[src/rtl/ex_muldiv_unit.sv]
`default_nettype none
// ============================================================================
// Module   : ex_muldiv_unit
// Purpose  : Iterative RISC-V M-extension multiply/divide unit for the EX
//            stage. Radix-2 shift-add multiply and restoring division on
//            operand magnitudes, followed by a sign fix-up cycle. Holds the
//            front of the pipeline via a combinational stall while it works.
// Ports    : clk, reset (async, active-high)
//            start, op[2:0] (funct3), rs1_val, rs2_val, rd, flush   -> inputs
//            stall (comb), done (1-cycle pulse), result, result_rd  -> outputs
// Revision : 1.0 - initial release
// ============================================================================
module ex_muldiv_unit #(
    parameter int XLEN = 64
) (
    input  logic            clk,
    input  logic            reset,
    input  logic            start,
    input  logic [2:0]      op,
    input  logic [XLEN-1:0] rs1_val,
    input  logic [XLEN-1:0] rs2_val,
    input  logic [4:0]      rd,
    input  logic            flush,
    output logic            stall,
    output logic            done,
    output logic [XLEN-1:0] result,
    output logic [4:0]      result_rd
);

    localparam int CW = $clog2(XLEN);

    localparam logic [1:0] c_st_idle = 2'd0;
    localparam logic [1:0] c_st_calc = 2'd1;
    localparam logic [1:0] c_st_fix  = 2'd2;
    localparam logic [1:0] c_st_done = 2'd3;

    localparam logic [CW-1:0]   c_cnt_last = CW'(XLEN - 1);
    localparam logic [XLEN-1:0] c_min      = {1'b1, {(XLEN-1){1'b0}}};

    logic [1:0]        r_state;
    logic [CW-1:0]     r_cnt;
    logic [2:0]        r_op;
    logic [4:0]        r_rd;
    logic [XLEN-1:0]   r_a;        // multiplicand / dividend magnitude
    logic [XLEN-1:0]   r_b;        // multiplier / divisor magnitude
    logic [2*XLEN-1:0] r_acc;      // product, or {remainder, quotient}
    logic              r_neg_p;    // product / quotient sign
    logic              r_neg_r;    // remainder sign
    logic [XLEN-1:0]   r_result;
    logic [4:0]        r_result_rd;

    // ---------------- operand decode at acceptance ----------------
    logic            w_accept;
    logic            w_a_signed;
    logic            w_b_signed;
    logic            w_sign_a;
    logic            w_sign_b;
    logic [XLEN-1:0] w_mag_a;
    logic [XLEN-1:0] w_mag_b;
    logic            w_b_zero;
    logic            w_ovf;
    logic            w_special;
    logic [XLEN-1:0] w_special_val;

    assign w_accept   = (r_state == c_st_idle) & start & ~flush;
    // MUL only needs the low half, which is identical for signed and unsigned.
    assign w_a_signed = (op == 3'b001) | (op == 3'b010) | (op == 3'b100) | (op == 3'b110);
    assign w_b_signed = (op == 3'b001) | (op == 3'b100) | (op == 3'b110);
    assign w_sign_a   = w_a_signed & rs1_val[XLEN-1];
    assign w_sign_b   = w_b_signed & rs2_val[XLEN-1];
    assign w_mag_a    = w_sign_a ? -rs1_val : rs1_val;
    assign w_mag_b    = w_sign_b ? -rs2_val : rs2_val;
    assign w_b_zero   = (rs2_val == '0);
    assign w_ovf      = op[2] & ~op[0] & (rs1_val == c_min) & (rs2_val == '1);
    assign w_special  = op[2] & (w_b_zero | w_ovf);

    always_comb begin
        w_special_val = '1;
        if (w_b_zero) begin
            w_special_val = op[1] ? rs1_val : '1;
        end else begin
            w_special_val = op[1] ? '0 : rs1_val;
        end
    end

    // ---------------- per-iteration datapath ----------------
    logic [XLEN:0]     w_mul_sum;
    logic [XLEN:0]     w_rem_sh;
    logic [XLEN:0]     w_div_diff;
    logic              w_div_ge;
    logic [2*XLEN-1:0] w_mul_next;
    logic [2*XLEN-1:0] w_div_next;

    // Shift-add: add the multiplicand into the high half when the current
    // multiplier bit is set, then shift the whole accumulator right.
    assign w_mul_sum  = {1'b0, r_acc[2*XLEN-1:XLEN]} + (r_b[0] ? {1'b0, r_a} : '0);
    assign w_mul_next = {w_mul_sum, r_acc[XLEN-1:1]};

    // Restoring divide: bring in the next dividend bit and subtract the
    // divisor; a non-negative difference becomes the new partial remainder.
    assign w_rem_sh   = {r_acc[2*XLEN-1:XLEN], r_a[XLEN-1]};
    assign w_div_diff = w_rem_sh - {1'b0, r_b};
    assign w_div_ge   = ~w_div_diff[XLEN];
    assign w_div_next = {(w_div_ge ? w_div_diff[XLEN-1:0] : w_rem_sh[XLEN-1:0]),
                         r_acc[XLEN-2:0], w_div_ge};

    // ---------------- sign fix-up and output select ----------------
    logic [2*XLEN-1:0] w_prod_fix;
    logic [XLEN-1:0]   w_quo_fix;
    logic [XLEN-1:0]   w_rem_fix;
    logic [XLEN-1:0]   w_fix_val;

    assign w_prod_fix = r_neg_p ? -r_acc : r_acc;
    assign w_quo_fix  = r_neg_p ? -r_acc[XLEN-1:0] : r_acc[XLEN-1:0];
    assign w_rem_fix  = r_neg_r ? -r_acc[2*XLEN-1:XLEN] : r_acc[2*XLEN-1:XLEN];

    always_comb begin
        w_fix_val = w_rem_fix;
        case (r_op)
            3'b000:                 w_fix_val = w_prod_fix[XLEN-1:0];
            3'b001, 3'b010, 3'b011: w_fix_val = w_prod_fix[2*XLEN-1:XLEN];
            3'b100, 3'b101:         w_fix_val = w_quo_fix;
            default:                w_fix_val = w_rem_fix;
        endcase
    end

    // ---------------- state and datapath registers ----------------
    always_ff @(posedge clk or posedge reset) begin
        if (reset) begin
            r_state     <= c_st_idle;
            r_cnt       <= '0;
            r_op        <= '0;
            r_rd        <= '0;
            r_a         <= '0;
            r_b         <= '0;
            r_acc       <= '0;
            r_neg_p     <= 1'b0;
            r_neg_r     <= 1'b0;
            r_result    <= '0;
            r_result_rd <= '0;
        end else if (flush) begin
            // Abort wherever we are; the last committed result is kept.
            r_state <= c_st_idle;
        end else begin
            case (r_state)
                c_st_idle: begin
                    if (w_accept) begin
                        r_op    <= op;
                        r_rd    <= rd;
                        r_a     <= w_mag_a;
                        r_b     <= w_mag_b;
                        r_neg_p <= w_sign_a ^ w_sign_b;
                        r_neg_r <= w_sign_a;
                        r_acc   <= '0;
                        r_cnt   <= '0;
                        if (w_special) begin
                            r_result    <= w_special_val;
                            r_result_rd <= rd;
                            r_state     <= c_st_done;
                        end else begin
                            r_state <= c_st_calc;
                        end
                    end
                end
                c_st_calc: begin
                    if (r_op[2]) begin
                        r_acc <= w_div_next;
                        r_a   <= r_a << 1;
                    end else begin
                        r_acc <= w_mul_next;
                        r_b   <= r_b >> 1;
                    end
                    r_cnt <= r_cnt + 1'b1;
                    if (r_cnt == c_cnt_last) begin
                        r_state <= c_st_fix;
                    end
                end
                c_st_fix: begin
                    r_result    <= w_fix_val;
                    r_result_rd <= r_rd;
                    r_state     <= c_st_done;
                end
                default: begin
                    r_state <= c_st_idle;
                end
            endcase
        end
    end

    assign stall     = ~flush & (((r_state == c_st_idle) & start) |
                                 (r_state == c_st_calc) | (r_state == c_st_fix));
    assign done      = (r_state == c_st_done);
    assign result    = r_result;
    assign result_rd = r_result_rd;

endmodule
`default_nettype wire

[config.mk]
export PLATFORM = sky130hd
export DESIGN_NAME = ex_muldiv_unit
export DESIGN_NICKNAME = d
export VERILOG_FILES = /design/src/rtl/ex_muldiv_unit.sv
export SDC_FILE = /design/constraint.sdc
export NUM_CORES = 2
export LEC_CHECK = 0
export CAP_MARGIN = 20
export CORE_UTILIZATION = 45
export CTS_CLUSTER_DIAMETER = 100
export DETAILED_ROUTE_END_ITERATION = 6
export PLACE_DENSITY = 0.73
export SLEW_MARGIN = 20
export SYNTH_ARGS = -nofsm -noshare
export SYNTH_HDL_FRONTEND = slang
export SYNTH_SLANG_ARGS = --single-unit
[constraint.sdc]
create_clock -name clk -period 14.7 [get_ports clk]
set_input_delay 2.94 -clock clk [delete_from_list [all_inputs] [get_ports clk]]
set_output_delay 2.94 -clock clk [all_outputs]
set_load 0.05 [all_outputs]
; ---- Word-level counts from Yosys, hierarchy flattened
; Index checks and enable logic that the tools add are counted.
[word_totals]
regBits = 343
in_bits = 140
[classes]
add_sub_neg = 8
eq_ne = 21
n_mux = 33
bitwise_logic = 21
n_reduce_logical = 13
[op_table]
columns = op, n
row1 = $mux W64, 15
row2 = $mux W128, 3
row3 = $pmux W64 S2, 3
row4 = $neg A64 Y64, 4
row5 = $pmux W128 S2, 1
row6 = $pmux W64 S3, 1
row7 = $eq A64 B64 Y1 const B, 2
row8 = $neg A128 Y128, 1
row9 = $add A64 B64 Y65, 1
row10 = $sub A65 B64 Y65, 1
row11 = $logic_not A64 Y1, 1
row12 = $eq A3 B3 Y1 const B, 4
row13 = $pmux W6 S2, 1
row14 = $reduce_and A4 Y1, 3
row15 = $mux W5, 2
row16 = $pmux W5 S2, 1
row17 = $and A1 B1 Y1, 9
row18 = $eq A3 B2 Y1 const B, 3
row19 = $mux W2, 4
row20 = $ne A2 B2 Y1 const B, 4
row21 = $or A1 B1 Y1, 8
row22 = $add A6 B1 Y6 const B, 1
row23 = $eq A3 B1 Y1 const B, 2
row24 = $eq A6 B6 Y1 const B, 1
row25 = 14 further kinds, 20

; ---- Depth between registers and ports, before layout
[depth]
ltp_word = 10
mapped_depth = 18
mapped_depth_nobuf = 16

; ---- Worst setup path after synthesis
; No wires, ideal clock.
[synth_path]
path_kind = input-to-output
startpoint = input start
endpoint = output stall
arrival_ns = 3.856
required_time_ns = 11.760
slack_ns = 7.904
cell_stages = 2
n_path_buf = 0
path_cell_list = nand2_1 a31oi_1
[synth_between]
elab_chain_len = 4
[synth_rtl]
columns = item, line_no
row1 = from (decl), 18  ; input logic start,
row2 = $and A1 B1 Y1, 190  ; assign stall = ~flush & (((r_state == c_st_idle) & start) |
row3 = $or A1 B1 Y1, 190
row4 = $or A1 B1 Y1, 191  ; (r_state == c_st_calc) | (r_state == c_st_fix));
row5 = $and A1 B1 Y1, 190
row6 = to (decl), 24  ; output logic stall,
; Every way passes these cells.

; ---- Worst setup path after layout
; Ends and elaborated chain as after synthesis.

==> impl_metrics.env <==
export IMPL_outcome="finished, violations left"
export IMPL_violations="design-rule violations"
export IMPL_min_from="r_b[54]$_DFFE_PP0P_"
export IMPL_ant_nets=0
export IMPL_p_sw_uw=5680
export IMPL_rsz0062_at_grt="false"
export IMPL_ys_flop_type="dfrtp_1"
export IMPL_cts_root_buffer="clkbuf_16"
export IMPL_r2r_cells=17
export IMPL_place_port_buffers=210
export IMPL_worst_r2r_setup_slack_ns=8.46
export IMPL_crit_top_cell="clkdlybuf4s50_1"
export IMPL_row_count=98
export IMPL_ir_worst_vdd_mv=0.233
export IMPL_worst_skew_pair_late_latency_ns=0.60
export IMPL_clk_transition_reported_paths_ns=0.07
export IMPL_drv_slew=0
export IMPL_finalCriticalPeriod_ns=7.58
export IMPL_synth_top_cell_by_area="dfrtp_1"
export IMPL_hp_class="flop to flop"
export IMPL_viasPerCell=6.46
export IMPL_p_int_uw=4260
export IMPL_syn_nets=4702
export IMPL_fmax_mhz=132
export IMPL_cts_sinks=343
export IMPL_power_density_nw_per_um2=269
export IMPL_critPathKind="input port to output port"
export IMPL_crit_path_end_kind="output port"
export IMPL_cp_max_fo=4
export IMPL_syn_to_final_growth_pct=11.7
export IMPL_hold_depth=2
export IMPL_synth_cell_area_um2=33000
export IMPL_timing_rr_end="r_acc[121]$_DFFE_PP0P_"
export IMPL_seq_area_frac_synth_pct=26.0
export IMPL_synth_warning_count=0
export IMPL_relSlewSlack_pct=21.2
export IMPL_hold_viol=0
export IMPL_p_sw_share_pct=57.2
export IMPL_ctsResizeCount=0
export IMPL_drt_pass1_iter_count=7
export IMPL_grt_antenna_before_repair=8
export IMPL_crit_arrival_ns=4.64
export IMPL_cts_buffers=44
export IMPL_globalplace_congestion=1.08
export IMPL_hpwlAfterDp_um=103000
export IMPL_clockBufferDepth=3
export IMPL_worst_path_buf_inv=2
export IMPL_grt_use_total_pct=35.3
export IMPL_postCtsSetupBuffers=0
export IMPL_cts_max_level=2
export IMPL_synthCells=4421
export IMPL_die_height_um=273
export IMPL_start_util_pct=45.8
export IMPL_drv_cap=0
export IMPL_async_reset_ff_share_pct=100
export IMPL_cp_slowest_cell="clkdlybuf4s50_1"
export IMPL_max_stage_delay_ns=0.83
export IMPL_detail_route_drc_violations=9
export IMPL_post_route_period_util_pct=51.6
export IMPL_routed_via_count=34645
export IMPL_core_area_um2=72100
export IMPL_wl_per_cell_um=25.3
export IMPL_io_pins=211
export IMPL_grt_pass1_vias=32170
export IMPL_p_clk_share_pct=11.2
export IMPL_ys_seq_elements=343
export IMPL_tritoncts="built"
export IMPL_drive_gt1_share_pct=4.45
export IMPL_synth_top_area_share_pct=26.0
export IMPL_synth_edf_count=0
export IMPL_drt_iter0_drc=4641
export IMPL_die_x_um=273
export IMPL_grt_pass1_wl_um=201000
export IMPL_crit_chain="clkdlybuf4s50_1 > nand2_1 > a31oi_1 > clkdlybuf4s50_1"
export IMPL_cpLargestDelayFamily="buffers and inverters"
export IMPL_holdPathEnd="r_b[54]$_DFFE_PP0P_"
export IMPL_start_kind="input port"
export IMPL_finalPower_uw=9930
export IMPL_overflow=0
export IMPL_synth_area_leaders="dfrtp_1 (26%), a21oi_1 (6.5%), nand2_1 (6.2%)"
export IMPL_cellLeakagePower_uw=0.0153
export IMPL_worst_ep_required_time_ns=11.76
export IMPL_postCtsHoldBufs=0
export IMPL_wl_um=135000
export IMPL_ys_types=95
export IMPL_clock_skew_ns=0.0309
export IMPL_tightest_slew_ns=1.18
export IMPL_synth_area_per_cell_um2=7.47
export IMPL_setup_viol=0
export IMPL_comb_power_share_pct=69.2
export IMPL_layout_nets=4658
export IMPL_grt_max_degree=143
export IMPL_dieArea_um2=74500
export IMPL_setup_tns_final_ns=0
export IMPL_timing_rr_start="r_b[0]$_DFFE_PP0P_"
export IMPL_share_seq_of_total_power_pct=19.6
## registers in the layout, summed over array words and instances (netlist names)
name       cells
r_op           3
r_acc        128
r_b           64
r_neg_r        1
r_rd           5
result_rd      5
result        64
r_state        2
r_a           64
r_neg_p        1
r_cnt          6
## area by class of cell
class                           instances  area [um^2]
Inverter                              135          514
Clock buffer                           61         1250
Sequential cell                       343         8590
Fill cell                            7014        35200
Antenna cell                            1         2.50
Timing Repair Buffer                  255         2460
Tap cell                              950         1190
Clock inverter                         17          209
Multi-Input combinational cell       3598        22700
## Yosys cell counts, drive strengths merged, types with 77 or more instances
cell and number:
a21oi 431, and2 77, clkbuf 299, dfrtp 343, ha 139, inv 135, mux2i 124, nand2 546
nor2 325, nor3 81, o21ai 498, o31ai 115, xnor2 180, xor2 178
## worst reg2reg max path, stage by stage, from the launching register on
cell,delay [ns]
dfrtp_1,0.76
buf_4,0.58
and2_1,0.26
ha_1,0.28
inv_1,0.08
fa_1,0.39
nand2b_1,0.19
a21oi_1,0.20
o41a_1,0.28
a21oi_1,0.20
o21ai_0,0.52
a21oi_1,0.33
o31ai_1,0.60
a211oi_1,0.27
o31ai_1,0.59
xnor2_1,0.20
o21ai_0,0.11
a32o_1,0.28
## metal layers
| metal | vias up | GRT usage [%] | share of wire (%) |
|---|---|---|---|
| met4 | 6 | 20.2 | 6.6 |
| met5 | - | 0 | 0.024 |
| met1 | 16571 | 45.5 | 40 |
| li1 | 15896 | - | - |
| met3 | 420 | 8.52 | 10 |
| met2 | 1752 | 53.9 | 43 |
## cells in the final DEF, fill, tap and decap left out, types with 11 or more instances in the layout
cell type,netlist,final
nor2_1,324,320
nor2b_1,19,19
clkdlybuf4s50_1,0,210
clkbuf_16,0,45
maj3_1,50,50
nand2_1,545,544
xor2_1,178,178
or3_1,56,56
o21bai_1,26,26
nand3_1,68,68
nand4_1,67,67
nor4_1,52,52
a221oi_1,11,11
inv_1,134,131
o21ai_1,90,90
nand2b_1,32,31
o21a_1,20,20
or2_2,19,19
a21oi_1,431,430
o31ai_1,115,115
o221ai_1,34,34
o22ai_1,29,29
ha_1,139,137
a21o_1,58,57
o21ai_0,408,406
nor3_1,78,78
and2_1,77,77
xnor2_1,180,179
a22oi_1,47,47
buf_4,0,42
a31oi_1,41,41
or4_1,31,31
dfrtp_1,343,341
o211ai_1,36,36
a211oi_1,36,36
mux2i_1,124,124
o41ai_1,26,26
## power by group through the flow
stage / Combinational, uW / Clock (uW) / Sequential [uW]
6_report: 6880 / 1110 / 1940
5_1_grt: 7360 / 1150 / 1960
4_1_cts: 6670 / 1120 / 1910
3_5_place_dp: 6640 / 0 / 1920
3_3_place_gp: 6620 / 0 / 1920
2_1_floorplan: 4730 / 0 / 1720
## cell families after synthesis
logic type | after synthesis | share of synthesized area [%]
flops | 343 | 26.0
simple gates | 1431 | 20.7
buf+inv | 480 | 5.61
xor+xnor | 358 | 9.49
mux | 136 | 4.19
compound gates | 1482 | 27.1
fa+ha+maj | 191 | 6.90
## how the worst max path moves through the flow
stage | from | cells after the start | end | slack (ns)
floorplan | reset | 1 | r_a[0]$_DFFE_PP0P_ | 2.25
global placement | start | 4 | stall | 7.15
detailed placement | rs2_val[12] | 14 | result[9]$_DFFE_PP0P_ | 7.13
CTS | start | 4 | stall | 7.12
global route | start | 4 | stall | 7.06
finish | start | 4 | stall | 7.12
## through the flow
stage                     cells  util [%]  cell area, um^2  hold WS [ns]  setup slack (ns)
after floorplan            4421         -            33000         0.450              2.25
after global placement     5281      49.1            35400         0.468              7.15
after detailed placement   5281      49.1            35400         0.476              7.13
after CTS                  5359      51.2            36900         0.490              7.12
after global routing       5359      51.2            36900         0.515              7.06
final                      5360      51.2            36900         0.488              7.12
(Power assumes the default switching activity.)
